$ cat config.mk
export PLATFORM = sky130hd
export DESIGN_NAME = ps2_host_transmitter
export DESIGN_NICKNAME = d
export VERILOG_FILES = /design/src/rtl/ps2_pkg.sv /design/src/rtl/ps2_line_sync.sv /design/src/rtl/ps2_host_transmitter.sv
export SDC_FILE = /design/constraint.sdc
export NUM_CORES = 1
export LEC_CHECK = 0
export BUFFER_PORTS_ARGS = -buffer_cell sky130_fd_sc_hd__clkbuf_2
export CORE_MARGIN = 1
export CORE_UTILIZATION = 45
export CTS_CLUSTER_SIZE = 12
export DETAILED_ROUTE_END_ITERATION = 8
export MAX_ROUTING_LAYER = met4
export PLACE_DENSITY = 0.68
export SLEW_MARGIN = 25
export SYNTH_ARGS = -nofsm -noshare
export SYNTH_HDL_FRONTEND = slang
export SYNTH_SLANG_ARGS = --single-unit
$ cat constraint.sdc
create_clock -name Clock_50 -period 4.39 [get_ports Clock_50]
set_input_delay 1.0975 -clock Clock_50 [delete_from_list [all_inputs] [get_ports Clock_50]]
set_output_delay 1.0975 -clock Clock_50 [all_outputs]
set_load 0.1 [all_outputs]
$ cat src/rtl/ps2_pkg.sv
// Shared PS/2 definitions: transmitter state encoding, default timing constants, parity helper.
package ps2_pkg;

  typedef enum logic [2:0] {
    S_IDLE    = 3'd0,
    S_INHIBIT = 3'd1,
    S_START   = 3'd2,
    S_DATA    = 3'd3,
    S_PARITY  = 3'd4,
    S_STOP    = 3'd5,
    S_ACK     = 3'd6,  // reserved encoding, never entered
    S_RELEASE = 3'd7
  } ps2_tx_state_t;

  localparam int unsigned PS2_INHIBIT_CYCLES = 5000;    // 100 us at 50 MHz
  localparam int unsigned PS2_TIMEOUT_CYCLES = 750000;  // 15 ms at 50 MHz

  // PS/2 frames use odd parity over the eight data bits
  function automatic logic odd_parity(input logic [7:0] data);
    return ~^data;
  endfunction

endpackage

$ cat src/rtl/ps2_line_sync.sv
// Two-flop synchronizer for one raw PS/2 pin plus a falling-edge strobe.
// Flops reset to 1, the idle level of an open-drain PS/2 line.
module ps2_line_sync (
  input  logic Clock_50,
  input  logic Resetn,
  input  logic line,
  output logic sync,
  output logic fall_c
);

  logic meta;
  logic prev;

  // Resynchronise the pin and keep one extra stage for edge detection
  always_ff @(posedge Clock_50 or negedge Resetn) begin
    if (!Resetn) begin
      meta <= 1'b1;
      sync <= 1'b1;
      prev <= 1'b1;
    end else begin
      meta <= line;
      sync <= meta;
      prev <= sync;
    end
  end

  assign fall_c = prev & ~sync;

endmodule

$ cat src/rtl/ps2_host_transmitter.sv
// Host-to-device PS/2 transmitter: request-to-send, 8 data bits LSB first,
// odd parity, stop bit, then checks the device acknowledge.
// Optional watchdog from S_START through S_RELEASE: define PS2_TX_TIMEOUT_EN.
module ps2_host_transmitter
  import ps2_pkg::*;
#(
  parameter int unsigned INHIBIT_CYCLES = PS2_INHIBIT_CYCLES,
  parameter int unsigned TIMEOUT_CYCLES = PS2_TIMEOUT_CYCLES
) (
  input  logic       Clock_50,
  input  logic       Resetn,
  input  logic       PS2_clock,
  input  logic       PS2_data,
  input  logic [7:0] TX_data,
  input  logic       TX_start,
  output logic       TX_busy,
  output logic       TX_done,
  output logic       TX_error,
  output logic       PS2_clock_drive_low,
  output logic       PS2_data_drive_low
);

  // One counter serves the inhibit phase and the watchdog; 20 bits unless a
  // parameter is set beyond that range.
  localparam int unsigned CNT_W =
    (INHIBIT_CYCLES > 32'hF_FFFF || TIMEOUT_CYCLES > 32'hF_FFFF) ? 32 : 20;
  localparam int unsigned BIT_W = 4;
  localparam logic [CNT_W-1:0] INH_LAST = CNT_W'(INHIBIT_CYCLES - 1);
`ifdef PS2_TX_TIMEOUT_EN
  localparam logic [CNT_W-1:0] TO_LAST = CNT_W'(TIMEOUT_CYCLES - 1);
`endif

  ps2_tx_state_t    state, state_nxt;
  logic [CNT_W-1:0] cnt, cnt_nxt, cnt_inc;
  logic [BIT_W-1:0] bit_cnt, bit_cnt_nxt;
  logic [7:0]       shift, shift_nxt;
  logic             parity, parity_nxt;
  logic             busy_nxt, done_nxt, error_nxt;
  logic             clk_low_nxt, data_low_nxt;

  logic clk_sync, clk_fall;
  logic data_sync, data_fall_unused;

  ps2_line_sync u_clk_sync (
    .Clock_50 (Clock_50),
    .Resetn   (Resetn),
    .line     (PS2_clock),
    .sync     (clk_sync),
    .fall_c   (clk_fall)
  );

  ps2_line_sync u_data_sync (
    .Clock_50 (Clock_50),
    .Resetn   (Resetn),
    .line     (PS2_data),
    .sync     (data_sync),
    .fall_c   (data_fall_unused)
  );

  assign cnt_inc = cnt + CNT_W'(1);

  // State, datapath and registered outputs
  always_ff @(posedge Clock_50 or negedge Resetn) begin
    if (!Resetn) begin
      state               <= S_IDLE;
      cnt                 <= '0;
      bit_cnt             <= '0;
      shift               <= '0;
      parity              <= 1'b0;
      TX_busy             <= 1'b0;
      TX_done             <= 1'b0;
      TX_error            <= 1'b0;
      PS2_clock_drive_low <= 1'b0;
      PS2_data_drive_low  <= 1'b0;
    end else begin
      state               <= state_nxt;
      cnt                 <= cnt_nxt;
      bit_cnt             <= bit_cnt_nxt;
      shift               <= shift_nxt;
      parity              <= parity_nxt;
      TX_busy             <= busy_nxt;
      TX_done             <= done_nxt;
      TX_error            <= error_nxt;
      PS2_clock_drive_low <= clk_low_nxt;
      PS2_data_drive_low  <= data_low_nxt;
    end
  end

  // Next-state and next-output logic; data only moves after a clock fall
  always_comb begin
    state_nxt    = state;
    cnt_nxt      = cnt;
    bit_cnt_nxt  = bit_cnt;
    shift_nxt    = shift;
    parity_nxt   = parity;
    busy_nxt     = TX_busy;
    done_nxt     = 1'b0;
    error_nxt    = 1'b0;
    clk_low_nxt  = PS2_clock_drive_low;
    data_low_nxt = PS2_data_drive_low;

    case (state)
      S_IDLE: begin
        busy_nxt     = 1'b0;
        clk_low_nxt  = 1'b0;
        data_low_nxt = 1'b0;
        if (TX_start) begin
          state_nxt    = S_INHIBIT;
          cnt_nxt      = '0;
          bit_cnt_nxt  = '0;
          shift_nxt    = TX_data;
          parity_nxt   = odd_parity(TX_data);
          busy_nxt     = 1'b1;
          clk_low_nxt  = 1'b1;
          data_low_nxt = (INH_LAST == '0);
        end
      end

      S_INHIBIT: begin
        if (cnt == INH_LAST) begin
          state_nxt    = S_START;
          cnt_nxt      = '0;
          clk_low_nxt  = 1'b0;
          data_low_nxt = 1'b1;
        end else begin
          cnt_nxt      = cnt_inc;
          data_low_nxt = (cnt_inc == INH_LAST);
        end
      end

      S_START: begin
        if (clk_fall) begin
          data_low_nxt = ~shift[0];
          shift_nxt    = {1'b0, shift[7:1]};
          bit_cnt_nxt  = BIT_W'(1);
          state_nxt    = S_DATA;
        end
      end

      S_DATA: begin
        if (clk_fall) begin
          if (bit_cnt == BIT_W'(8)) begin
            data_low_nxt = ~parity;
            state_nxt    = S_PARITY;
          end else begin
            data_low_nxt = ~shift[0];
            shift_nxt    = {1'b0, shift[7:1]};
            bit_cnt_nxt  = (bit_cnt == '1) ? bit_cnt : bit_cnt + BIT_W'(1);
          end
        end
      end

      S_PARITY: begin
        if (clk_fall) begin
          data_low_nxt = 1'b0;
          state_nxt    = S_STOP;
        end
      end

      S_STOP: begin
        if (clk_fall) begin
          if (!data_sync) begin
            state_nxt = S_RELEASE;
          end else begin
            error_nxt = 1'b1;
            busy_nxt  = 1'b0;
            state_nxt = S_IDLE;
          end
        end
      end

      S_RELEASE: begin
        if (clk_sync && data_sync) begin
          done_nxt  = 1'b1;
          busy_nxt  = 1'b0;
          state_nxt = S_IDLE;
        end
      end

      default: begin
        busy_nxt     = 1'b0;
        clk_low_nxt  = 1'b0;
        data_low_nxt = 1'b0;
        state_nxt    = S_IDLE;
      end
    endcase

`ifdef PS2_TX_TIMEOUT_EN
    // Watchdog: abandon the frame if the device stalls after the start bit
    if (state inside {S_START, S_DATA, S_PARITY, S_STOP, S_RELEASE}) begin
      if (cnt == TO_LAST) begin
        state_nxt    = S_IDLE;
        clk_low_nxt  = 1'b0;
        data_low_nxt = 1'b0;
        busy_nxt     = 1'b0;
        done_nxt     = 1'b0;
        error_nxt    = 1'b1;
      end else begin
        cnt_nxt = cnt_inc;
      end
    end
`endif
  end

endmodule

Word level (Yosys, flattened, before mapping):

Index checks and enable logic that the tools add are counted.

* bits in registers: 46
* latch bits: 0
* RAM bits: 0
* ROM bits: 0
* bits of input ports: 13
* output and inout port bits: 5
* memories kept: 0

* add/subtract/negate cells: 2
* multipliers: 0
* div/mod/pow operators: 0
* magnitude comparators: 0
* equal/unequal tests: 21
* shift operators: 0
* mux-type cells: 42
* bitwise logic cells: 7
* reduce and logical (&&, ||, !) cells: 16

Operators with widths (count)
* 20-bit by 13-bit equality test with 1-bit output, second input constant: 2
* 20-bit 2-to-1 mux: 2
* 20-bit case mux with 2 select lines: 1
* 8-bit 2-to-1 mux: 4
* 3-bit 2-to-1 mux: 9
* 8-bit case mux with 3 select lines: 1
* 3-bit case mux with 7 select lines: 1
* 20-bit by 1-bit adder with 20-bit output, second input constant: 1
* 4-bit 2-to-1 mux: 5
* 2-bit != test, second input constant: 10
* 1-bit 2-to-1 mux: 15
* 4-bit case mux with 3 select lines: 1
* 3-bit equality test, second input constant: 3
* 4-bit equality test, second input constant: 2
* 4-bit AND reduction: 2
* 8-bit AND reduction: 1
* 8-bit XNOR reduction: 1
* 3-bit by 2-bit equality test with 1-bit output, second input constant: 2
* 1-bit inverter: 6
* 2-bit AND reduction: 3
* 6-bit AND reduction: 1
* 1-bit case mux with 5 select lines: 1
* 5-bit AND reduction: 1
* 5-bit OR reduction: 1
* 12 further kinds: 12

Depth between registers and ports, before layout:

Gate-level depths: netlist of the first run.

* depth in word-level cells: 5
* mapped depth: 8
* mapped depth without buffers: 7

Cells and area by module:

From an unflattened synthesis of the first run, not the netlist that was laid out.

* cell total of the unflattened synthesis: 308
* area total of the unflattened synthesis: 2832.7 um2

By module, submodules not included
* ps2_host_transmitter: instances 1, cells an instance 300, area each 2647.5 um2, seq. area each 1026.0 um2
* ps2_line_sync: instances 2, cells an instance 4, area each 92.6 um2, seq. area each 78.8 um2

Least setup slack after synthesis of the first run:

OpenSTA, ideal clock, no wires.

* path type: input to register
* start point: in TX_start
* end point: reg bit_cnt[2]
* arrival: 2067 ps
* required time: 4313 ps
* setup slack: 2245 ps
* cell stages on the path: 5
* cell sequence: nand3_1 > a21oi_1 > clkbuf_1 > a21oi_1 > a21oi_1

* cells in the longest elaborated chain, start to end: 2

Ends and longest elaborated chain
* start, declared: RTL line ps2_host_transmitter.sv:15 `input logic TX_start,`
* 2-bit != test (no source line)
* 6-bit AND reduction (no source line)
* end signal, assigned: RTL line ps2_host_transmitter.sv:78 `bit_cnt <= bit_cnt_nxt;`
* end, declared: RTL line ps2_host_transmitter.sv:35 `logic [BIT_W-1:0] bit_cnt, bit_cnt_nxt;`

Every way passes these cells.
A chain may end at the register's enable or synchronous reset.

Final worst setup path of the first run:

* start point: reg cnt[0]
* end point: reg cnt[12]

* cells in the longest elaborated chain, start to end: 3
* elaborated cells on any way between the ends: 4
* classes of those cells: add/sub: 1; eq/ne: 1; mux: 2

Ends and longest elaborated chain
* start, declared: RTL line ps2_host_transmitter.sv:34 `logic [CNT_W-1:0] cnt, cnt_nxt, cnt_inc;`
* start signal, assigned: RTL line ps2_host_transmitter.sv:77 `cnt <= cnt_nxt;`
* 20-bit by 1-bit adder with 20-bit output / 20-bit by 13-bit equality test with 1-bit output (equally long branches): RTL line ps2_host_transmitter.sv:60, ps2_host_transmitter.sv:120
* 20-bit 2-to-1 mux (*): RTL line ps2_host_transmitter.sv:120 `if (cnt == INH_LAST) begin`
* 20-bit case mux with 2 select lines (*): RTL line ps2_host_transmitter.sv:102 `case (state)`

Mark *: on every way between the ends. The rest lies on a longest branch, timed or not.

==> results of run 1 <==
==> worst reg2reg max path: stages (launching register included) <==
cell     delay (ps)
dfrtp_1         470
ha_1            300
nand2_1         200
nor4_2          400
a21oi_1         260
buf_4           270
a21o_1          170
a22o_1          210
==> where the power goes <==
group	internal, uW	switching [uW]
Sequential	521	126
Combinational	253	398
Clock	115	156
==> registers in the layout (all words and copies together), names as in the netlist <==
signal	flops
u_clk_sync.prev	1
u_data_sync.sync	1
TX_busy	1
cnt	20
shift	8
TX_done	1
TX_error	1
u_clk_sync.sync	1
PS2_clock_drive_low	1
parity	1
u_clk_sync.meta	1
bit_cnt	4
PS2_data_drive_low	1
state	3
u_data_sync.meta	1
==> kinds of logic (layout without fill, tap and decap cells) <==
kind of cell	Yosys count	after routing	share of synthesized area, %
flip-flops	46	46	40.5
multiplexers	17	17	6.04
AND/OR/NAND/NOR	117	117	22.1
AO/OA/AOI/OAI	89	89	20.7
adder cells (fa/ha/maj)	4	4	1.75
buffers and inverters	36	44	5.52
XOR/XNOR	11	11	3.37
==> layer usage <==
metal	vias to the layer above	part of all wire, %	global-route usage (%)
met2	51	45	30.0
met1	1141	49	28.4
met5	-	0	-
met4	0	1.2	6.32
met3	7	4.5	3.78
li1	1181	-	-
==> layout make-up <==
| class | instances | area (sq um) |
|---|---|---|
| Tap cell | 75 | 93.8 |
| Timing Repair Buffer | 21 | 115 |
| Multi-Input combinational cell | 238 | 1540 |
| Inverter | 15 | 56.3 |
| Clock buffer | 5 | 68.8 |
| Clock inverter | 3 | 25.0 |
| Fill cell | 578 | 2970 |
| Sequential cell | 46 | 1160 |
==> path summary, 6_finish.rpt <==
path                            slack (ps)         endpoint
max in group asynchronous             3120         shift[1]
worst max register to register        2010          cnt[12]
worst max-delay path                  2010          cnt[12]
min in group asynchronous              870          cnt[10]
worst min-delay path                   360  u_clk_sync.sync
worst min register to register         360  u_clk_sync.sync
==> stage by stage <==
stage	area [sq um]	setup WS (ps)	hold slack (ps)
4_1_cts	3060	2040	363
6_report	3060	2010	361
5_1_grt	3060	1760	364
3_5_place_dp	2970	2070	349
2_1_floorplan	2860	2250	345
3_3_place_gp	2970	2130	347
==> synth_stat cells, types with 2 or more instances <==
library cell  count
clkbuf_1          9
dfstp_2           5
ha_1              4
nand4b_1          2
nand2b_1          6
dfrtp_1          41
o21ai_0          16
nand4_1           8
buf_2             9
and2_1            2
a21boi_0          2
o2111ai_1         2
nand2_1          25
or2_2             2
a31oi_1           4
o22ai_1           3
a22o_1            3
or3_1             2
and3b_1           2
a41o_1            2
a31o_2            2
a21o_1            3
o21bai_1          3
nor2b_1           4
xnor2_1          10
mux2i_1          15
inv_1            15
nor2_1           18
and3_1            5
nand3_1          20
nor4_1            6
nor3_1            7
mux2_2            2
a21oi_1          31
==> placed cells by master (no fill, tap or decap), types with 7 or more instances in the layout <==
| master | n |
|---|---|
| nor3_1 | 7 |
| dfrtp_1 | 41 |
| nor2_1 | 18 |
| a21oi_1 | 31 |
| nand2_1 | 25 |
| mux2i_1 | 15 |
| o21ai_0 | 16 |
| nand4_1 | 8 |
| xnor2_1 | 10 |
| clkbuf_2 | 17 |
| inv_1 | 15 |
| nand3_1 | 20 |
==> out/metrics.yaml, run 1 <==
floorplanning:
  die-area_sq_um: 6670
  rows: 28
  die_h_microns: 81.7
  coreArea_sq_um: 6030
  ios: 18
  die_x_microns: 81.7
  start_util_pct: 47.4
sta:
  setup_violations: 0
  fin_crit_ps: 2380
  slew_violations: 0
  tightestPinTransition_ps: 598
  slew_headroom_pct: 60.0
  hold_violations: 0
  tns_ps: 0
  rsz0062_at_grt: "no"
  fmax_mhz: 420
  finalCritPeriodShare_pct: 54.2
  fin_skew_ps: 4.48
logic_synthesis:
  ys.warnings.count: 0
  ys_seq_elements: 46
  ys.flop_type: "dfrtp_1"
  synth_area_sq_um: 2860
  synthCells: 320
  syn-num-nets: 337
  ys_top_cells_by_area: "dfrtp_1 (36%), a21oi_1 (5.4%), mux2i_1 (5.3%)"
  yosys.area.top_type: "dfrtp_1"
  synth_top_area_share_pct: 35.9
  synth.distinct_cells: 64
  synth_edf_count: 0
  ys_seq_area_share_pct: 40.5
  syn_avg_cell_area_sq_um: 8.93
  async_flop_share_pct: 100
grt:
  antenna_found_initial: 0
  grt_pass1_wl_microns: 10200
  grt-ovfl-total: 0
  grt_util_all_layers_pct: 20.4
  grt_pass1_vias: 2165
  grt_max_degree: 47
final_layout:
  diodes: 0
  nNetsFinal: 344
  syn2layout_area_growth_pct: 7.05
  drive_gt1_share_pct: 14.9
  final_cells: 403
  fin_util_pct: 50.8
cts:
  cts_resized: 0
  cts_tree: "done"
  holdBufCountCts: 0
  cts_setup_buffers: 0
  h-tree-depth: 2
  clock-sinks: 46
  cts_buffer_depth: 2
  cts_root_buf: "clkbuf_8"
  clk_latency_ps: 300
  path_clk_slew_ps: 90
  cts_inserted_buffers: 5
run:
  cap_violations: 0
routing:
  dr.pass1.iters: 4
  ant_nets: 0
  drc: 0
  vias: 2380
  drt_wl_total_microns: 5900
  viasPerCell: 5.91
  drt_iter0_markers: 196
  drt-wirelength-per-cell_microns: 14.6
setup_path:
  cp-startpoint: "cnt[0]"
  startpoint_type: "register"
  r2r_cells: 7
  cp_max_fo: 19
  cp_slowest_cell: "dfrtp_1"
  critPathCaptureType: "register"
  cp_num_cells: 7
  slowest_delay_ps: 470
  crit_required_ps: 4590
  cp.buffers_inverters: 1
  path_delay_family: "compound AO/OA/AOI/OAI gates"
  crit_type: "reg -> reg"
  crit_arrival_ps: 2580
  rr_startpoint: "cnt[0]"
  path_cells: "ha_1 > nand2_1 > nor4_2 > a21oi_1 > buf_4 > a21o_1 > a22o_1"
hold_path:
  hold_path.class: "reg -> reg"
  worstHoldStart: "u_clk_sync.meta"
  min_path_cells: 0
power_and_ir_drop:
  power.leakage_uw: 0.00124
  total_power_uw: 1570
  peakVddDrop_mv: 0.336
  p_per_area_nw_per_um2: 513
place:
  io_buffer_count: 17
  place_congestion: 0.844
  dp_hpwl_microns: 3980
  place_inst: 395
run_status:
  status: "finished clean"
No activity file was read; power rests on OpenSTA's default activity.
==> inputs of run 2 (changes only) <==
--- a/config.mk
+++ b/config.mk
@@ -11,7 +11,7 @@
 export CTS_CLUSTER_SIZE = 12
 export DETAILED_ROUTE_END_ITERATION = 8
 export MAX_ROUTING_LAYER = met4
-export PLACE_DENSITY = 0.68
+export PLACE_DENSITY = 0.7
 export SLEW_MARGIN = 25
 export SYNTH_ARGS = -nofsm -noshare
 export SYNTH_HDL_FRONTEND = slang
==> constraint.sdc (replaced) <==
create_clock -name Clock_50 -period 2.1 [get_ports Clock_50]
set_input_delay 0.525 -clock Clock_50 [delete_from_list [all_inputs] [get_ports Clock_50]]
set_output_delay 0.525 -clock Clock_50 [all_outputs]
set_load 0.1 [all_outputs]
==> out/metrics.yaml, run 2 (synthesized netlist as in run 1, its figures left out) <==
floorplanning:
  die_x_microns: 81.7  # unchanged
  ios: 18  # unchanged
  coreArea_sq_um: 6030  # unchanged
  die_h_microns: 81.7  # unchanged
  rows: 28  # unchanged
  die-area_sq_um: 6670  # unchanged
  start_util_pct: 47.4  # unchanged
sta:
  hold_violations: 0  # unchanged
  fmax_mhz: 508  # +21%
  layout_setup_ws_ps: 133  # -1880 ps
  finalCritPeriodShare_pct: 93.7  # +39 points
  setup_violations: 0  # unchanged
  slew_headroom_pct: 60.8  # +0.88 points
  tightestPinTransition_ps: 587  # -11.0 ps
  fin_crit_ps: 1970  # -414 ps
  tns_ps: 0  # unchanged
  slew_violations: 0  # unchanged
  rsz0062_at_grt: "no"
  fin_skew_ps: 6.35  # +1.87 ps
grt:
  grt-ovfl-total: 0  # unchanged
  grt_max_degree: 28  # -40%
  antenna_found_initial: 0  # unchanged
  grt_pass1_wl_microns: 11100  # +9.2%
  grt_pass1_vias: 2325  # +7.4%
  grt_util_all_layers_pct: 22.1  # +1.7 points
final_layout:
  largest_register_ff_count: 20  # unchanged
  regMostFlops: "cnt"
  drive_gt1_share_pct: 21.7  # +6.8 points
  syn2layout_area_growth_pct: 15.3
  reg_top3: "cnt: 20 flops, shift: 8 flops, bit_cnt: 4 flops"
  diodes: 0  # unchanged
  fill_cells: 549  # -5.0%
  final_cell_mix: "dfrtp_1 (41), a21oi_1 (31), buf_4 (29)"
  nNetsFinal: 371  # +7.8%
  layout_commonest_cell: "dfrtp_1"
  fin_util_pct: 54.7  # +3.9 points
place:
  place_congestion: 0.916  # +8.6%
  dp_hpwl_microns: 4620  # +16%
  io_buffer_count: 17  # unchanged
  place_ws_ps: 145  # -1920 ps
power_and_ir_drop:
  power.leakage_uw: 0.00139  # +12%
  peakVddDrop_mv: 0.573  # +70%
  p_per_area_nw_per_um2: 1070  # +110%
  total_power_uw: 3530  # +130%
hold_path:
  hold_path.class: "in -> async"
setup_path:
  startpoint_type: "register"
  critPathCaptureType: "register"
  crit_required_ps: 2300  # -2290 ps
  cp_max_fo: 11  # -8
  r2r_cells: 5  # -2
  crit_arrival_ps: 2170  # -410 ps
  crit_type: "reg -> reg"
routing:
  drt_wl_total_microns: 6470  # +9.6%
  drt_iter0_markers: 255  # +30%
  drt-wirelength-per-cell_microns: 15.0  # +2.7%
  vias: 2502  # +5.1%
  viasPerCell: 5.82  # -1.5%
  drc: 0  # unchanged
  dr.pass1.iters: 5  # +1
  ant_nets: 0  # unchanged
run_status:
  status: "finished clean"
cts:
  cts_inserted_buffers: 5  # unchanged
  clk_latency_ps: 310  # about the same
  cts_tree: "done"
  cts_buffer_depth: 2  # unchanged
  cts_root_buf: "clkbuf_8"
  clock-sinks: 46  # unchanged
  path_clk_slew_ps: 100  # about the same
  h-tree-depth: 2  # unchanged
run:
  cap_violations: 0  # unchanged
## run 2: final timing paths
path | slack (ps) | startpoint | to
setup / recovery | 130 | cnt[17] | cnt[9]
setup reg to reg | 130 | cnt[17] | cnt[9]
hold reg to reg | 360 | u_data_sync.meta | u_data_sync.sync
max in group asynchronous | 1280 | Resetn | u_data_sync.meta
hold / removal | 200 | Resetn | cnt[0]
min in group Clock_50 | 290 | PS2_clock | u_clk_sync.meta
## run 2: area by class of cell
cell class / instances / area, sq um / share of cell area [%]
multi-input combinational: 238 / 1550 / 47.0
sequential: 46 / 1160 / 35.1
timing repair buffer: 48 / 343 / 10.4
tap: 75 / 93.8 / 2.85
clock buffer: 5 / 68.8 / 2.09
inverter: 15 / 56.3 / 1.71
clock inverter: 3 / 26.3 / 0.798
## run 2: timing repair
| item | in CTS | in global routing |
|---|---|---|
| setup buffers | 0 | 0 |
| endpoints found under the setup margin | 0 | 1 |
| hold buffers | 0 | 0 |
| resized for setup | 0 | 1 |
## run 2: metrics by stage
stage               hold WS [ps]  std cells  instance area (sq um)
floorplan                    229        320                   2860
global placement             347        422                   3190
detailed placement           347        422                   3190
CTS                          216        430                   3290
global route                 230        430                   3290
finish                       201        430                   3290
## run 2: metal layers
layer | track usage [%] | wire [microns] | vias up | part of all wire (%)
li1 | - | - | 1240 | -
met1 | 30.1 | 3120 | 1190 | 48
met2 | 32.9 | 3010 | 60 | 46
met3 | 3.89 | 237 | 12 | 3.7
met4 | 7.89 | 104 | 0 | 1.6
met5 | - | 0 | - | 0
## run 2: power breakdown
group / switching, uW / total (uW) / internal [uW]
Combinational: 1000 / 1690 / 686
Sequential: 155 / 1250 / 1090
Clock: 352 / 600 / 248
## run 2: worst max-delay path: stages (launching register included)
cell      delay [ps]
dfrtp_1          460
nor4_1           370
and3_1           280
a21o_1           380
o21bai_1         130
a22o_1           240
